File: src/rtl/cmp_share_arbiter.sv
// Two-port round-robin front end to one shared SLT/SLTU comparator.
// Requests are registered in S1, compared there, and the result is registered in S2 (2-cycle latency).
module cmp_share_arbiter #(
    parameter bit RESET_PRIO = 1'b0
) (
    input  logic        clk,
    input  logic        rst,
    input  logic        flush,
    input  logic        req0_valid,
    input  logic [31:0] req0_a,
    input  logic [31:0] req0_b,
    input  logic        req0_unsigned,
    output logic        req0_ready,
    input  logic        req1_valid,
    input  logic [31:0] req1_a,
    input  logic [31:0] req1_b,
    input  logic        req1_unsigned,
    output logic        req1_ready,
    output logic        rsp0_valid,
    output logic        rsp1_valid,
    output logic [31:0] rsp_result,
    output logic        busy
);

    logic        r_last_grant;
    logic        r_s1_valid;
    logic        r_s1_id;
    logic [31:0] r_s1_a;
    logic [31:0] r_s1_b;
    logic        r_s1_unsigned;
    logic        r_s2_valid;
    logic        r_s2_id;
    logic        r_s2_lt;

    logic        w_grant0;
    logic        w_grant1;
    logic        w_hs;
    logic [31:0] w_a;
    logic [31:0] w_b;
    logic        w_unsigned;
    logic [32:0] w_diff;
    logic        w_lt;

    // On a conflict the port that did not win last time goes next.
    always_comb begin
        w_grant0   = ~rst & ~flush & req0_valid & (~req1_valid | r_last_grant);
        w_grant1   = ~rst & ~flush & req1_valid & (~req0_valid | ~r_last_grant);
        w_hs       = w_grant0 | w_grant1;
        w_a        = w_grant1 ? req1_a : req0_a;
        w_b        = w_grant1 ? req1_b : req0_b;
        w_unsigned = w_grant1 ? req1_unsigned : req0_unsigned;
    end

    // A - B via A + ~B + 1; carry-out clear means a borrow occurred.
    always_comb begin
        w_diff = {1'b0, r_s1_a} + {1'b0, ~r_s1_b} + 33'd1;
        if (r_s1_unsigned) begin
            w_lt = ~w_diff[32];
        end else if (r_s1_a[31] != r_s1_b[31]) begin
            w_lt = r_s1_a[31];
        end else begin
            w_lt = w_diff[31];
        end
    end

    always_ff @(posedge clk or posedge rst) begin
        if (rst) begin
            r_last_grant  <= ~RESET_PRIO;
            r_s1_valid    <= 1'b0;
            r_s1_id       <= 1'b0;
            r_s1_a        <= 32'd0;
            r_s1_b        <= 32'd0;
            r_s1_unsigned <= 1'b0;
            r_s2_valid    <= 1'b0;
            r_s2_id       <= 1'b0;
            r_s2_lt       <= 1'b0;
        end else begin
            r_s1_valid <= w_hs;
            if (w_hs) begin
                r_last_grant  <= w_grant1;
                r_s1_id       <= w_grant1;
                r_s1_a        <= w_a;
                r_s1_b        <= w_b;
                r_s1_unsigned <= w_unsigned;
            end
            // Flush kills the S1 entry; the S2 entry visible now still completes.
            r_s2_valid <= r_s1_valid & ~flush;
            r_s2_id    <= r_s1_id;
            r_s2_lt    <= w_lt;
        end
    end

    assign req0_ready = w_grant0;
    assign req1_ready = w_grant1;
    assign rsp0_valid = r_s2_valid & ~r_s2_id;
    assign rsp1_valid = r_s2_valid & r_s2_id;
    assign rsp_result = {31'd0, r_s2_valid & r_s2_lt};
    assign busy       = r_s1_valid | r_s2_valid;

endmodule

File: config.mk
export PLATFORM = sky130hd
export DESIGN_NAME = cmp_share_arbiter
export DESIGN_NICKNAME = d
export VERILOG_FILES = /design/src/rtl/cmp_share_arbiter.sv
export SDC_FILE = /design/constraint.sdc
export NUM_CORES = 1
export LEC_CHECK = 0
export ABC_AREA = 1
export CAP_MARGIN = 20
export CELL_PAD_IN_SITES_DETAIL_PLACEMENT = 0
export CELL_PAD_IN_SITES_GLOBAL_PLACEMENT = 2
export CORE_MARGIN = 2
export CORE_UTILIZATION = 24
export DETAILED_ROUTE_END_ITERATION = 12
export GPL_TIMING_DRIVEN = 0
export PLACE_DENSITY = 0.8
export SLEW_MARGIN = 40
export SYNTH_ARGS = -nofsm -noshare
export SYNTH_HDL_FRONTEND = slang
export SYNTH_SLANG_ARGS = --single-unit
File: constraint.sdc
create_clock -name clk -period 2.9 [get_ports clk]
set_input_delay 0.435 -clock clk [delete_from_list [all_inputs] [get_ports clk]]
set_output_delay 0.435 -clock clk [all_outputs]
set_load 0.02 [all_outputs]
# --- Word-level counts from Yosys, hierarchy flattened ---
# Index checks and enable logic that the tools add are counted.
op_classes:
  n_eq_ne: 1
  n_mux: 5
  bitwise: 21
  addsub: 2
ops:
  columns: ["op", "count"]
  rows:
  - ["$mux 32", 2]
  - ["$add 32x32->33", 1]
  - ["$add 33x1->33 const B", 1]
  - ["$not 32->32", 1]
  - ["$and 1x1->1", 9]
  - ["$not 1->1", 7]
  - ["$or 1x1->1", 4]
  - ["$mux 1", 3]
  - ["$ne 1x1->1", 1]
word_totals:
  elab_cells: 38
  regBits: 71
  in_bits: 135
  out_inout_bits: 37

# --- Longest topological paths before layout ---
logic_depth:
  word_depth: 5
  ltp_mapped: 13

# --- Worst setup path before layout ---
# No wires, ideal clock.
synth_path:
  path_kind: "flip-flop to flip-flop"
  start: "reg r_s1_a[13]"
  end: "reg r_s2_lt"
  arrival_time_ps: 1635
  synth_period_minus_slack_ps: 1752
  setup_slack_ps: 1148
  required_ps: 2784
  path_stages_with_launch: 11
  path_cell_list: "dfrtp_1 -> ha_1 -> nand2_1 -> nor2_1 -> nand4_1 -> a21o_1 -> nand2_1 -> a21oi_1 -> fa_1 -> nand2_1 -> nand2_1"
synth_via:
  elab_chain_cells: 4
synth_lines:
  columns: ["item", "line", "rtl"]
  rows:
  - ["start: declaration", "28", "logic [31:0] r_s1_a;"]
  - ["start signal: assignment", "82", "r_s1_a <= w_a;"]
  - ["$add 32x32->33 *", "56", "w_diff = {1'b0, r_s1_a} + {1'b0, ~r_s1_b} + 33'd1;"]
  - ["$add 33x1->33 *", "56", null]
  - ["$mux 1 or $not 1->1 (tied branches)", "59, 58", null]
  - ["$mux 1 *", "57", "if (r_s1_unsigned) begin"]
  - ["named net w_lt", "42", "logic w_lt;"]
  - ["end signal: assignment", "89", "r_s2_lt <= w_lt;"]
  - ["end: declaration", "33", "logic r_s2_lt;"]
# The timed path passes the listed nets; every way through them passes the cells marked *.
# A chain may end at the register's enable or synchronous reset.

# --- Worst setup path after layout ---
layout_path:
  start: "in req1_valid"
  end: "out req0_ready"
layout_via:
  elab_chain_cells: 3
layout_lines:
  columns: ["item", "line", "rtl"]
  rows:
  - ["start: declaration", "14", "input logic req1_valid,"]
  - ["$not 1->1", "46", "w_grant0 = ~rst & ~flush & req0_valid & (~req1_valid | r_last_grant);"]
  - ["$or 1x1->1", "46", null]
  - ["$and 1x1->1", "46", null]
  - ["end: declaration", "13", "output logic req0_ready,"]
# No other way between the ends.

==> run summary <==
Hold Vio Cnt, Final - 0
Max Freq - 0.3792 GHz
htree depth - 3
per-cell routed wire length - 14.87 µm
DRT antenna net count - 0
Mapped Cells - 578
path depth of the worst reg2reg path - 10
fin crit share - 90.93%
Worst Setup End Kind - primary output
Vias/cell - 4.403
total area of sequential cells - 1778 µm²
share of cells above drive strength 1 - 8.639%
antenna cells - 0
Final Setup Violations - 0
WL final - 14.84 mm
I/O pins - 172
Overflow after GRT - 0
Pleak - 0.003048 µW
Initial Utilization - 24.30%
footprint of the multi-input gates - 2250 µm²
Synth-to-Final Area Change - 46.66%
vias - 4,394
final HPWL from detailed placement - 11.63 mm
Startpoint Class - input pin
WHS Path Cells - 0
GRT Overall Usage - 14.98%
commonest cells after routing, fill and taps aside - 139 x clkdlybuf4s50_1, 84 x nor2_1, 70 x dfrtp_1
root buf cell - clkbuf_16
Hold Path Class - flip-flop to flip-flop
most common cell after layout, fill and taps aside - clkdlybuf4s50_1
RSZ-0062 raised after global routing - false
die area - 19,930 µm²
Seq/Total Area, Yosys - 39.37%
fin nets - 926
syn avg cell area - 7.812 µm²
part of the power in registers - 34.6%
critical path class - input pin to primary output
status - completed
Die Height - 141.2 µm
Starting DRT DRC Count - 210
Final Util - 35.64%
1st-pass router iterations - 4
CTS tree - yes
final std cells w/o fill - 998
cell area after synthesis - 4516 µm²
clk slew on worst S/H paths - 60 ps
core footprint - 18,580 µm²
WP data arrival - 2200 ps
antenna violations before repair - 0
Cell Pwr Density - 591.5 nW/µm²
net switching fraction of the power - 34.79%
largest net degree at the start of global routing - 45
EDFF count, synth - 0
measured slew at the worst slew-check pin - 617.3 ps
clk buf depth - 2
placer's final routability congestion estimate - 0.7484
register bit count reported by yosys - 71
die width - 141.2 µm
drt drc - 0
Max-Cap Viols - 0
Post-synth ARST share - 100.0%
# rows - 50
worst path required time - 2470 ps
FILL cells - 1,955
Max VDD drop - 0.2484 mV
Max Slew Vio Count - 0
total CTS buffers - 9
pre-CTS setup slack - -20.35 ps
first-pass GRT wire length - 23.12 mm
total power - 3917 µW
Setup Fix Bufs, Post-CTS - 0
Gate power share - 39.1%
internal power - 2554 µW
post-CTS sizing - 1
clk sink count - 71
IO buf count - 140
Slew headroom - 58.65%
Clock power frac - 26.2%
Post-synth top flop - dfrtp_1
Tmin final - 2637 ps
crit path max fanout - 18
clock latency on the worst-skew pair - 330 ps
post-synth cell types - 26
NetSw - 1363 µW
Hold Buf Count CTS - 0
final worst setup slack - 263.1 ps
placed insts - 983
vias in the first global route - 4,419
Syn. warnings - 0
Final Skew - 6.555 ps
-- layout make-up --
cell class / instances / area share (%)
multi-input combinational: 426 / 33.97
clock buffer: 15 / 4.043
buffer: 61 / 6.235
tap: 234 / 4.421
sequential: 71 / 26.85
timing repair buffer: 141 / 21.56
clock inverter: 1 / 0.07557
inverter: 49 / 2.853
-- cells in the mapped netlist, drive strengths merged (3+ instances only) --
library cell	instances	area, µm²
nor3	5	25.02
a21oi	24	120.1
o22ai	33	206.5
nand2	62	240.2
inv	49	183.9
ha	31	387.9
nor2	85	326.6
buf	46	356.6
clkbuf	16	60.06
o21ai	104	520.5
dfrtp	70	1752
nand3	40	205.2
nand4	5	31.28
a21o	3	22.52
-- state kept, by name (all words and copies together), names as in the netlist --
name and flops:
r_s1_a 32, r_s1_b 32, r_last_grant 1, r_s1_id 1, r_s1_unsigned 1, r_s1_valid 1
r_s2_id 1, r_s2_lt 1, r_s2_valid 1
-- critical path, cell delays in order --
cell             delay [ps]
clkdlybuf4s50_1         500
inv_1                    80
o211ai_4                510
inv_1                   110
clkdlybuf4s50_1         570
-- metrics by stage --
step                setup TNS, ps  area [µm²]  hold slack (ps)
finish                          0        6623            374.4
global route                    0        6623            380.7
CTS                             0        6623            376.6
detailed placement         -22.98        6355            369.0
global placement           -52990        6322            362.5
floorplan                       0        4628            354.0
-- worst paths after layout --
kind / from / slack [ps] / endpoint
max: req1_valid / 260 / req0_ready
min: r_s1_id / 370 / r_s2_id
max reg2reg: r_s1_a[29] / 880 / r_s2_lt
min reg2reg: r_s1_id / 370 / r_s2_id
max in group asynchronous: rst / 1820 / r_last_grant
min in group asynchronous: rst / 530 / r_s1_a[1]
-- routing by layer --
layer | wire length, µm | vias up | track usage, %
li1 | - | 2254 | -
met1 | 7083 | 1978 | 20.48
met2 | 6566 | 145 | 23.51
met3 | 870 | 17 | 2.989
met4 | 320 | 0 | 5.474
met5 | 0 | - | 0
-- kinds of logic (layout without fill, tap and decap cells) --
family	count (synthesis)	count (layout)	synth area share [%]
compound gates	165	165	19.73
flops	71	71	39.37
other cells	1	31	0.08305
simple gates	198	198	18.48
fa+ha+maj	32	32	9.033
buf+inv	111	267	13.30
-- power groups by stage --
stage / logic [µW] / clock network [µW] / registers [µW]
after global routing: 1770 / 1110 / 1380
after global placement: 1520 / 0 / 1370
after floorplan: 1050 / 0 / 1340
after CTS: 1550 / 1070 / 1360
after detailed placement: 1540 / 0 / 1380
final: 1530 / 1030 / 1360
(Power assumes the default switching activity.)
